File: src/rtl/mips32_pkg.sv
// Opcode map, instruction-class helpers and FSM encoding for the MIPS32 pipeline sequencer.
// Declarations only: no timing, no flow control.
package mips32_pkg;

  localparam int OP_W  = 6;
  localparam int REG_W = 5;

  localparam logic [OP_W-1:0] OP_ADD   = 6'd0;
  localparam logic [OP_W-1:0] OP_SUB   = 6'd1;
  localparam logic [OP_W-1:0] OP_AND   = 6'd2;
  localparam logic [OP_W-1:0] OP_OR    = 6'd3;
  localparam logic [OP_W-1:0] OP_SLT   = 6'd4;
  localparam logic [OP_W-1:0] OP_MUL   = 6'd5;
  localparam logic [OP_W-1:0] OP_LW    = 6'd8;
  localparam logic [OP_W-1:0] OP_SW    = 6'd9;
  localparam logic [OP_W-1:0] OP_ADDI  = 6'd10;
  localparam logic [OP_W-1:0] OP_SUBI  = 6'd11;
  localparam logic [OP_W-1:0] OP_SLTI  = 6'd12;
  localparam logic [OP_W-1:0] OP_BNEQZ = 6'd13;
  localparam logic [OP_W-1:0] OP_BEQZ  = 6'd14;
  localparam logic [OP_W-1:0] OP_HLT   = 6'd63;

  typedef enum logic [1:0] {
    ST_IDLE   = 2'd0,
    ST_RUN    = 2'd1,
    ST_DRAIN  = 2'd2,
    ST_HALTED = 2'd3
  } state_t;

  function automatic logic is_rr(input logic [OP_W-1:0] op);
    return op inside {OP_ADD, OP_SUB, OP_AND, OP_OR, OP_SLT, OP_MUL};
  endfunction

  function automatic logic is_rm(input logic [OP_W-1:0] op);
    return op inside {OP_ADDI, OP_SUBI, OP_SLTI};
  endfunction

  function automatic logic is_branch(input logic [OP_W-1:0] op);
    return (op == OP_BEQZ) || (op == OP_BNEQZ);
  endfunction

  function automatic logic writes_reg(input logic [OP_W-1:0] op);
    return is_rr(op) || is_rm(op) || (op == OP_LW);
  endfunction

  // RM and LW carry their destination in rt, so only RR and SW read it.
  function automatic logic uses_rs(input logic [OP_W-1:0] op);
    return is_rr(op) || is_rm(op) || (op == OP_LW) || (op == OP_SW) || is_branch(op);
  endfunction

  function automatic logic uses_rt(input logic [OP_W-1:0] op);
    return is_rr(op) || (op == OP_SW);
  endfunction

endpackage

File: src/rtl/mips32_hazard_unit.sv
// Load-use stall and taken-branch flush detection for the MIPS32 sequencer.
// Purely combinational (0 cycles); flush wins over stall, and stall backpressures PC and IF/ID.
module mips32_hazard_unit
  import mips32_pkg::*;
(
  input  logic             i_v_id,
  input  logic             i_v_ex,
  input  logic [OP_W-1:0]  i_id_op,
  input  logic [OP_W-1:0]  i_ex_op,
  input  logic [REG_W-1:0] i_id_rs,
  input  logic [REG_W-1:0] i_id_rt,
  input  logic [REG_W-1:0] i_ex_rt,
  input  logic             i_ex_a_zero,
  output logic             o_stall,
  output logic             o_flush,
  output logic             o_taken
);

  logic w_rs_hit;
  logic w_rt_hit;
  logic w_load_use;

  assign w_rs_hit   = uses_rs(i_id_op) && (i_id_rs == i_ex_rt);
  assign w_rt_hit   = uses_rt(i_id_op) && (i_id_rt == i_ex_rt);
  assign w_load_use = i_v_ex && (i_ex_op == OP_LW) && i_v_id && (w_rs_hit || w_rt_hit);

  assign o_taken = i_v_ex && (((i_ex_op == OP_BEQZ)  &&  i_ex_a_zero) ||
                              ((i_ex_op == OP_BNEQZ) && !i_ex_a_zero));
  assign o_flush = o_taken;
  // A squashed ID instruction cannot need a stall.
  assign o_stall = w_load_use && !o_flush;

endmodule

File: src/rtl/mips32_pipe_ctrl.sv
// MIPS32 5-stage sequencer: stage valids, latch enables, stall/flush and HLT drain.
// Strobes are combinational from stage regs; a load-use stall holds PC and IF/ID for one cycle.
module mips32_pipe_ctrl
  import mips32_pkg::*;
(
  input  logic             i_clk,
  input  logic             i_rst_n,
  input  logic             i_start,
  input  logic [OP_W-1:0]  i_id_opcode,
  input  logic [REG_W-1:0] i_id_rs,
  input  logic [REG_W-1:0] i_id_rt,
  input  logic             i_ex_a_zero,
  output logic             o_pc_en,
  output logic             o_pc_sel_branch,
  output logic             o_idex_en,
  output logic             o_stall,
  output logic             o_flush,
  output logic             o_mem_rd,
  output logic             o_mem_wr,
  output logic             o_wb_we,
  output logic             o_halted,
  output logic             o_busy
);

  state_t           r_state;
  state_t           w_state_nxt;
  logic             r_v_id;
  logic             r_v_ex;
  logic             r_v_mem;
  logic             r_v_wb;
  logic [OP_W-1:0]  r_ex_op;
  logic [OP_W-1:0]  r_mem_op;
  logic [OP_W-1:0]  r_wb_op;
  logic [REG_W-1:0] r_ex_rt;

  logic w_stall;
  logic w_flush;
  logic w_taken;
  logic w_pc_en;
  logic w_idex_en;
  logic w_enter_drain;
  logic w_halted;

  mips32_hazard_unit u_hazard (
    .i_v_id      (r_v_id),
    .i_v_ex      (r_v_ex),
    .i_id_op     (i_id_opcode),
    .i_ex_op     (r_ex_op),
    .i_id_rs     (i_id_rs),
    .i_id_rt     (i_id_rt),
    .i_ex_rt     (r_ex_rt),
    .i_ex_a_zero (i_ex_a_zero),
    .o_stall     (w_stall),
    .o_flush     (w_flush),
    .o_taken     (w_taken)
  );

  always_comb begin
    w_state_nxt   = r_state;
    w_pc_en       = 1'b0;
    w_enter_drain = 1'b0;
    case (r_state)
      ST_IDLE: begin
        if (i_start) w_state_nxt = ST_RUN;
      end
      ST_RUN: begin
        w_pc_en = !w_stall;
        if (r_v_id && (i_id_opcode == OP_HLT) && !w_flush && !w_stall) begin
          w_enter_drain = 1'b1;
          w_state_nxt   = ST_DRAIN;
        end
      end
      ST_DRAIN: begin
        // A taken branch ahead of HLT redirects fetch and resumes normal running.
        w_pc_en = w_flush;
        if (w_taken)                              w_state_nxt = ST_RUN;
        else if (r_v_wb && (r_wb_op == OP_HLT))   w_state_nxt = ST_HALTED;
      end
      ST_HALTED: begin
        w_state_nxt = ST_HALTED;
      end
      default: begin
        w_state_nxt = ST_IDLE;
      end
    endcase
  end

  assign w_idex_en = r_v_id && !w_stall && !w_flush;
  assign w_halted  = (r_state == ST_HALTED);

  always_ff @(posedge i_clk or negedge i_rst_n) begin
    if (!i_rst_n) begin
      r_state  <= ST_IDLE;
      r_v_id   <= 1'b0;
      r_v_ex   <= 1'b0;
      r_v_mem  <= 1'b0;
      r_v_wb   <= 1'b0;
      r_ex_op  <= '0;
      r_mem_op <= '0;
      r_wb_op  <= '0;
      r_ex_rt  <= '0;
    end else begin
      r_state <= w_state_nxt;
      // The slot fetched behind HLT is discarded as HLT moves to EX.
      if (w_enter_drain)  r_v_id <= 1'b0;
      else if (!w_stall)  r_v_id <= w_pc_en && !w_flush;
      r_v_ex <= w_idex_en;
      if (w_idex_en) begin
        r_ex_op <= i_id_opcode;
        r_ex_rt <= i_id_rt;
      end
      r_v_mem  <= r_v_ex;
      r_mem_op <= r_ex_op;
      r_v_wb   <= r_v_mem;
      r_wb_op  <= r_mem_op;
    end
  end

  assign o_pc_en         = w_pc_en;
  assign o_pc_sel_branch = w_taken;
  assign o_idex_en       = w_idex_en;
  assign o_stall         = w_stall;
  assign o_flush         = w_flush;
  assign o_mem_rd        = r_v_mem && (r_mem_op == OP_LW) && !w_halted;
  assign o_mem_wr        = r_v_mem && (r_mem_op == OP_SW) && !w_halted;
  assign o_wb_we         = r_v_wb && writes_reg(r_wb_op) && !w_halted;
  assign o_halted        = w_halted;
  assign o_busy          = (r_state == ST_RUN) || (r_state == ST_DRAIN);

  ap_stall_one_cycle : assert property (@(posedge i_clk) disable iff (!i_rst_n)
    w_stall |=> !w_stall);
  ap_flush_over_stall : assert property (@(posedge i_clk) disable iff (!i_rst_n)
    !(w_stall && w_flush));
  ap_halted_quiet : assert property (@(posedge i_clk) disable iff (!i_rst_n)
    w_halted |-> !(o_mem_rd || o_mem_wr || o_wb_we || o_pc_en));

endmodule

File: config.mk
export PLATFORM = sky130hd
export DESIGN_NAME = mips32_pipe_ctrl
export DESIGN_NICKNAME = d
export VERILOG_FILES = /design/src/rtl/mips32_pkg.sv /design/src/rtl/mips32_hazard_unit.sv /design/src/rtl/mips32_pipe_ctrl.sv
export SDC_FILE = /design/constraint.sdc
export NUM_CORES = 1
export LEC_CHECK = 0
export CAP_MARGIN = 20
export CORE_MARGIN = 8
export CORE_UTILIZATION = 53
export DETAILED_ROUTE_END_ITERATION = 10
export PLACE_DENSITY = 0.91
export SLEW_MARGIN = 40
export SYNTH_ARGS = -nofsm -noshare
export SYNTH_HDL_FRONTEND = slang
export SYNTH_SLANG_ARGS = --single-unit
File: constraint.sdc
create_clock -name i_clk -period 4 [get_ports i_clk]
set_input_delay 0.8 -clock i_clk [delete_from_list [all_inputs] [get_ports i_clk]]
set_output_delay 0.8 -clock i_clk [all_outputs]
set_load 0.1 [all_outputs]
==> results of run 1 <==
-- flip-flops by register name, indices dropped and copies added (netlist names) --
| register | count |
|---|---|
| r_v_ex | 1 |
| r_v_mem | 1 |
| r_mem_op | 6 |
| r_state | 2 |
| r_v_wb | 1 |
| r_ex_rt | 5 |
| r_ex_op | 6 |
| r_wb_op | 6 |
| r_v_id | 1 |
-- worst paths after layout --
| path | startpoint | end | slack [ns] | cells after the start |
|---|---|---|---|---|
| setup / recovery | i_id_opcode[0] | o_pc_en | 0.65 | 8 |
| hold / removal | r_v_mem$_DFF_PN0_ | r_v_wb$_DFF_PN0_ | 0.38 | 0 |
| setup reg to reg | r_ex_op[1]$_DFFE_PN0P_ | r_ex_rt[3]$_DFFE_PN0P_ | 2.03 | 5 |
| hold reg to reg | r_v_mem$_DFF_PN0_ | r_v_wb$_DFF_PN0_ | 0.38 | 0 |
| max in group asynchronous | i_rst_n | r_ex_op[1]$_DFFE_PN0P_ | 2.88 | 2 |
| min in group asynchronous | i_rst_n | r_mem_op[5]$_DFF_PN0_ | 0.85 | 2 |
-- cell families (layout without fill, tap and decap cells) --
logic type                 Yosys count  in the layout
and+or+nand+nor                     38             38
DFF                                 29             29
AOI/OAI and AO/OA                   17             17
xor gates and xnor gates            10             10
muxes                                9              9
buffers and inverters                8             44
adders and majority gates            5              5
-- area by class of cell --
cell class              instances  share of cell area (%)
repair buffers                 30                    17.0
multi-input cells              79                    34.8
clock inverters                 2                    2.07
well taps                      30                    2.07
inverters                       6                    1.24
flip-flops and latches         29                    40.0
clock buffers                   6                    2.83
-- per-stage QoR --
| step | instance area (sq um) | util, % | power, mW | instances | setup slack, ns |
|---|---|---|---|---|---|
| detailed placement | 1720 | 69.6 | 1.21 | 174 | 0.661 |
| global placement | 1730 | 69.8 | 1.19 | 174 | 0.721 |
| CTS | 1810 | 73.2 | 1.48 | 182 | 0.652 |
| floorplan | 1390 | - | 1.03 | 116 | 0.212 |
| global route | 1810 | 73.2 | 1.55 | 182 | 0.514 |
| finish | 1810 | 73.2 | 1.46 | 182 | 0.655 |
-- critical path, stage by stage --
cell,delay (ns)
clkdlybuf4s50_1,0.52
nor3b_1,0.22
o211ai_1,0.13
o22ai_1,0.29
nand2_1,0.14
inv_2,0.14
o21ai_1,0.12
buf_12,0.18
-- per-layer routing --
metal,vias up,wire [um],global-route usage (%)
met4,0,72,8.09
met1,476,1180,17.0
met3,7,279,7.89
li1,478,-,-
met2,42,1390,23.1
met5,-,0,0
-- power groups by stage --
| stage | logic [mW] | registers [mW] | clock network, mW |
|---|---|---|---|
| final | 0.658 | 0.551 | 0.252 |
| after global routing | 0.703 | 0.571 | 0.278 |
| after CTS | 0.663 | 0.552 | 0.261 |
| after detailed placement | 0.656 | 0.557 | 0 |
| after global placement | 0.647 | 0.546 | 0 |
| after floorplan | 0.514 | 0.521 | 0 |
-- layout by cell type, fill, tap and decap left out, types with 6 or more instances in the layout --
master and instances:
dfrtp_1 29, buf_4 7, mux2_4 6, xnor2_1 10, clkdlybuf4s50_1 19, nand2_1 15
==> results.ini, run 1 <==
[timing]
setup_violations=0
hold_ws_ns=0.376
hold_viol=0
finalSetupTns_ns=0
fmax_mhz=299
skew_ns=0.00968
slew_viol_final=0
post-route-period-util_pct=83.6
worst_pin_slew_ns=0.461
period_needed_ns=3.35
rsz0062_at_grt=false
worst_slew_margin_rel_pct=68.8

[logic_synthesis]
synthDistinctLibCells=39
synth_edf_count=0
ys_ff_latch=29
synth_warnings=0
syn-cell-area_sq_mm=0.00138
synth_seq_area_share_pct=52.4
async_flop_share_pct=100
yosysMostFrequentCell=dfrtp_1
synth_common_cells=dfrtp_1 (29), nand2_1 (15), xnor2_1 (10), mux2_4 (6)
synth-simple-area-share_pct=16.6
synth_top_area_share_pct=52.4
synth_ff_type=dfrtp_1
synthCells=116
syn_nets=141
synthAdderAreaFrac_pct=4.52
post-synth-top-area-cell=dfrtp_1
avgSynthCellArea_sq_um=11.9
synth-compound-area-share_pct=8.77
synth_top_family_by_area=simple AND/OR/NAND/NOR gates
synthMuxAreaShare_pct=8.86
synth_xor_area_share_pct=6.33
yosys-top-cells-area=dfrtp_1 (52%), mux2_4 (6.5%), xnor2_1 (6.3%)

[placement]
gp_congestion=0.774
portBuffers=29
hpwl_mm=2.25

[worst_setup_path]
cp-end-kind=output pin
startpoint_type=input port
critPathMaxFanout=5
arrival_ns=2.55
setup.worst_path.class=input port to output pin
worst_ep_required_time_ns=3.20

[grt]
grt-ovfl-total=0
antenna_found_initial=0
grt_pass1_vias=1084
groute.usage.overall_pct=15.2
grt_pass1_wl_mm=5.09
grt_start_max_net_pins=30

[layout]
nets=176
multi_input_area_sq_um=631
n_antenna_cell=0
area_growth_pct=31.0
register_area_sq_um=726
n_fill_cell=184
drive_gt1_share_pct=23.7

[clock_network]
cts_hold_buf=0
cts.sinks=29
cts_max_path_buffers=2
cts_inserted_buffers=5
postCtsResizedCells=0
h-tree-depth=2
path_clk_slew_ns=0.09
insertion_delay_ns=0.33
post-cts-setup-buffers=0
cts-root-buf=clkbuf_4
cts_tree=done

[drt]
drc=0
wirelength_mm=2.92
drt-initial-drc-count=34
viasPerCell=5.51
final_antenna_net_count=0
wl_per_cell_um=16.1
vias=1003
first_pass_iters=4

[floorplan]
die-area_sq_mm=0.00450
rows=18
coreArea_sq_mm=0.00248
die_h_um=67.1
start_util_pct=55.9
pin_count=30
die_w_um=67.1

[flow_run]
cap_viol_max_count=0

[power]
net-switching-power_mw=0.614
clockPowerShare_pct=17.3
swShare_pct=42.0
p_leak_nw=0.789
peakVddDrop_mv=0.768
combPwrFrac_pct=45.0
power_density_mw_per_mm2=806
p_seq_share_pct=37.7
p_int_mw=0.848

[hold_path]
hold_path.class=flip-flop to flip-flop

[status]
status=complete, no violations

Power figures use the tool's default switching activity.
==> run 2, diff against run 1 <==
Settings changed: CORE_UTILIZATION 53 to 49, PLACE_DENSITY 0.91 to 0.86.
Clock period 4 ns to 3.3 ns, I/O delays scaled along.
==> run 2 against run 1 <==
Die area is 6.2% higher; sequential share of layout area is 0.38 points lower; non-clock buffer count is 1 higher; highest routed layer unchanged.
==> results.ini, run 2 (synthesis results as in run 1) <==
[grt]
grt_pass1_wl_mm=4.92
grt-ovfl-total=0
antenna_found_initial=0
groute.usage.overall_pct=12.6
grt_start_max_net_pins=30
grt_pass1_vias=1082

[floorplan]
rows=19
coreArea_sq_mm=0.00271
die-area_sq_mm=0.00478
die_h_um=69.1
start_util_pct=51.1
pin_count=30
die_w_um=69.1

[worst_setup_path]
arrival_ns=2.36
setup.worst_path.class=input port to output pin
worstRegToRegCells=5
reg2reg_slack_ns=1.28
worst_ep_required_time_ns=2.64
max_stage_delay_ns=0.55
crit_chain=clkdlybuf4s50_1 > nor3b_1 > o211ai_1 > o22ai_1 > nand2_1 > inv_2 > o21ai_2 > buf_12
timing.rr.end=r_ex_op[3]$_DFFE_PN0P_
startpoint_type=input port
cp-end-kind=output pin
critPathMaxFanout=5
timing.rr.start=r_ex_op[0]$_DFFE_PN0P_
critPathSlowestCell=clkdlybuf4s50_1

[layout]
register_area_sq_um=726
final_cells=184
nets=177
n_antenna_cell=0
layout_common_cells=dfrtp_1 (29), clkdlybuf4s50_1 (19), nand2_1 (15), xnor2_1 (10), buf_4 (7)
layout_commonest_cell=dfrtp_1
drive_gt1_share_pct=25.5
n_fill_cell=218
reg_top3=r_ex_op: 6 flops, r_mem_op: 6 flops, r_wb_op: 6 flops
area_growth_pct=32.3
multi_input_area_sq_um=646

[drt]
wl_per_cell_um=15.9
first_pass_iters=4
final_antenna_net_count=0
wirelength_mm=2.92
drc=0
vias=981
viasPerCell=5.33
drt-initial-drc-count=32

[hold_path]
hold_path.class=flip-flop to flip-flop
hold-path-endpoint=r_v_mem$_DFF_PN0_
holdPathStages=0
hold_path_startpoint=r_v_ex$_DFF_PN0_

[timing]
skew_ns=0.00831
post-route-period-util_pct=91.4
setup_violations=0
fmax_mhz=331
worst_slew_margin_rel_pct=74.6
rsz0062_at_grt=false
slew_viol_final=0
period_needed_ns=3.02
worst_pin_slew_ns=0.375
hold_viol=0
finalSetupTns_ns=0

[placement]
portBuffers=29
hpwl_mm=2.37
dp_cells=176
gp_congestion=0.870

[power]
clockPowerShare_pct=12.2
combPwrFrac_pct=48.2
peakVddDrop_mv=0.909
p_total_mw=1.69
swShare_pct=44.3
p_seq_share_pct=39.6
p_int_mw=0.941
net-switching-power_mw=0.748
power_density_mw_per_mm2=923
p_leak_nw=0.789

[clock_network]
path_clk_slew_ns=0.10
insertion_delay_ns=0.33
post-cts-setup-buffers=0
cts_tree=done
cts_max_path_buffers=2
cts_inserted_buffers=5
h-tree-depth=2
cts.sinks=29
cts_hold_buf=0
cts-root-buf=clkbuf_4
postCtsResizedCells=0

[status]
status=complete, no violations

[flow_run]
cap_viol_max_count=0

==> run 2: cell types whose count changed in the layout (fill, tap and decap cells not counted), sizes merged <==
cell	before	now
buf	11	12
bufinv	1	0
clkbuf	6	5
clkinv	0	2
==> run 2: layout make-up <==
cell class | count | share of cell area [%]
flip-flops and latches | 29 | 39.6
multi-input cells | 79 | 35.3
repair buffers | 31 | 18.7
well taps | 31 | 2.12
clock buffers | 5 | 2.05
inverters | 6 | 1.23
clock inverters | 3 | 0.957
==> run 2: worst max path at each step <==
stage	from	slack, ns	to
CTS	i_id_opcode[0]	0.29	o_pc_en
global route	i_id_opcode[0]	0.17	o_pc_en
global placement	i_id_opcode[0]	0.38	o_pc_en
finish	i_id_opcode[0]	0.28	o_pc_en
detailed placement	i_id_opcode[0]	0.30	o_pc_en
floorplan	r_state[0]$_DFFE_PN0P_	0.27	o_pc_en
==> run 2: routing by layer <==
layer | wire, um | vias up | GRT usage, %
met4 | 91 | 0 | 7.52
met3 | 195 | 11 | 6.01
li1 | - | 474 | -
met2 | 1400 | 39 | 19.6
met5 | 0 | - | 0
met1 | 1240 | 457 | 13.7
==> run 2: worst max-delay path: cells and delay by family <==
kind                   cells  cell delay (ns)
AND/OR/NAND/NOR            2             0.35
buffers and inverters      3             0.86
AO/OA/AOI/OAI              3             0.48
==> run 2: power groups by stage <==
stage	combinational (mW)	sequential, mW	clock, mW
final	0.815	0.668	0.206
after global routing	0.870	0.690	0.230
after CTS	0.826	0.672	0.214
after detailed placement	0.824	0.678	0
after global placement	0.800	0.667	0
after floorplan	0.633	0.637	0
==> run 2: through the flow <==
stage	hold slack [ns]	utilization [%]	instance area, sq um	worst slack (ns)
finish	0.366	67.5	1830	0.283
global placement	0.358	65.5	1780	0.379
global route	0.387	67.5	1830	0.167
floorplan	0.346	-	1410	0.270
detailed placement	0.356	65.5	1780	0.299
CTS	0.365	67.5	1830	0.286
==> run 3, diff against run 2 <==
Settings changed: CORE_UTILIZATION 49 to 45, PLACE_DENSITY 0.86 to 0.83.
Clock period 3.3 ns to 2.61 ns, I/O delays scaled along.
==> run 3 against run 2 <==
Clock skew fell by 0.0019 ns; via count rose by 3.7%; sequential power is 26% higher; non-clock buffer count increased by 9; power increased by 39%; register-to-register slack worse by 0.70 ns; core utilization down 0.65 points; combinational power up 37%.
==> results.ini, run 3 (synthesis results as in run 1) <==
[layout]
area_growth_pct=43.9
drive_gt1_share_pct=31.5
layout_commonest_cell=dfrtp_1
layout_common_cells=dfrtp_1 (29), clkdlybuf4s50_1 (17), nand2_1 (15), buf_4 (13), xnor2_1 (10)
final_cells=195
n_fill_cell=230
n_antenna_cell=0
nets=186
final_cell_area_sq_mm=0.00199
reg_top3=r_ex_op: 6 flops, r_mem_op: 6 flops, r_wb_op: 6 flops

[floorplan]
start_util_pct=46.5
coreArea_sq_mm=0.00298
die-area_sq_mm=0.00511
pin_count=30
die_h_um=71.5
rows=20
die_w_um=71.5

[clock_network]
cts_inserted_buffers=5
insertion_delay_ns=0.32
cts.sinks=29
cts_max_path_buffers=2
path_clk_slew_ns=0.09
cts_tree=done
h-tree-depth=2
cts-root-buf=clkbuf_4

[status]
status=complete, no violations

[worst_setup_path]
worst_ep_required_time_ns=2.09
crit_buf_inv=2
critPathSlowestCell=clkdlybuf4s50_1
critPathMaxFanout=6
arrival_ns=2.05
cpLargestDelayFamily=buffers and inverters
crit_chain=clkdlybuf4s50_1 > and3b_2 > o211ai_2 > nand2_1 > a21oi_4 > buf_12
startpoint_type=input port
setup.worst_path.class=input port to output pin
cp-end-kind=output pin
max_stage_delay_ns=0.45

[drt]
drt-initial-drc-count=31
first_pass_iters=4
vias=1017
viasPerCell=5.22
final_antenna_net_count=0
drc=0
wirelength_mm=3.04
wl_per_cell_um=15.6

[grt]
grt_start_max_net_pins=30
groute.usage.overall_pct=13.1
antenna_found_initial=0
grt_pass1_wl_mm=5.23
grt-ovfl-total=0
grt_pass1_vias=1177

[timing]
worst_pin_slew_ns=0.398
worst_slew_margin_rel_pct=73.1
hold_viol=0
period_needed_ns=2.58
rsz0062_at_grt=true
setup_violations=0
post-route-period-util_pct=98.7
fmax_mhz=388
slew_viol_final=0
setup_ws_ns=0.0331
skew_ns=0.00644

[flow_run]
cap_viol_max_count=0

[placement]
hpwl_mm=2.40
place_ws_ns=-0.0637
dp_cells=183
dpl_cell_area_sq_mm=0.00187
portBuffers=29
gp_congestion=0.785

[power]
power_density_mw_per_mm2=1180
p_leak_nw=0.866
peakVddDrop_mv=0.710
p_total_mw=2.35

[hold_path]
hold_path.class=flip-flop to flip-flop

[run 3: cell count changes in the layout (fill, tap and decap cells not counted), sizes merged]
cell | before | now
buf | 12 | 21
clkdlybuf4s50 | 19 | 17
clkinv | 2 | 0
bufinv | 0 | 1
clkbuf | 5 | 6
dlygate4sd2 | 0 | 1
dlymetal6s2s | 0 | 1
[run 3: cell type report]
| type | instances | area [sq um] | share of cell area [%] |
|---|---|---|---|
| Clock buffer | 6 | 51.3 | 2.58 |
| Clock inverter | 2 | 37.5 | 1.88 |
| Inverter | 6 | 22.5 | 1.13 |
| Multi-Input combinational cell | 79 | 664 | 33.4 |
| Sequential cell | 29 | 726 | 36.4 |
| Tap cell | 33 | 41.3 | 2.07 |
| Timing Repair Buffer | 40 | 449 | 22.6 |
[run 3: routing by layer]
metal	wire length [um]	global-route usage, %	up-vias
met4	30	4.99	0
li1	-	-	496
met5	0	0	-
met3	226	6.28	4
met1	1210	13.3	484
met2	1580	22.8	33
[run 3: final timing paths]
path                                   startpoint                endpoint  slack (ns)  cells past startpoint
min reg2reg                 r_mem_op[3]$_DFF_PN0_    r_wb_op[3]$_DFF_PN0_        0.38                      0
min in group asynchronous                 i_rst_n        r_v_wb$_DFF_PN0_        0.57                      2
max in group asynchronous                 i_rst_n   r_mem_op[0]$_DFF_PN0_        1.77                      2
max                                   i_ex_a_zero               o_idex_en        0.03                      6
min                         r_mem_op[3]$_DFF_PN0_    r_wb_op[3]$_DFF_PN0_        0.38                      0
max reg2reg                r_ex_op[1]$_DFFE_PN0P_  r_ex_rt[3]$_DFFE_PN0P_        0.58                      6
[run 3: report_power, final]
group | internal, mW | leakage [nW] | switching (mW)
Clock | 0.228 | 0.0445 | 0.157
Sequential | 0.665 | 0.350 | 0.174
Combinational | 0.481 | 0.472 | 0.642
Total | 1.37 | 0.866 | 0.973
[run 3: repair_timing]
action                     CTS  global route
setup endpoints to repair    2             3
setup buffers                1             3
gates resized for setup      2             1
pin swaps                    1             5
hold buffers                 0             0
[run 3: metrics by stage]
| stage | utilization [%] | setup TNS, ns | hold slack, ns |
|---|---|---|---|
| 2_1_floorplan | - | -0.0626 | 0.226 |
| 6_report | 66.9 | 0 | 0.385 |
| 4_1_cts | 66.1 | 0 | 0.386 |
| 5_1_grt | 66.9 | -0.0558 | 0.398 |
| 3_3_place_gp | 62.6 | -0.0124 | 0.358 |
| 3_5_place_dp | 62.6 | -0.0684 | 0.364 |
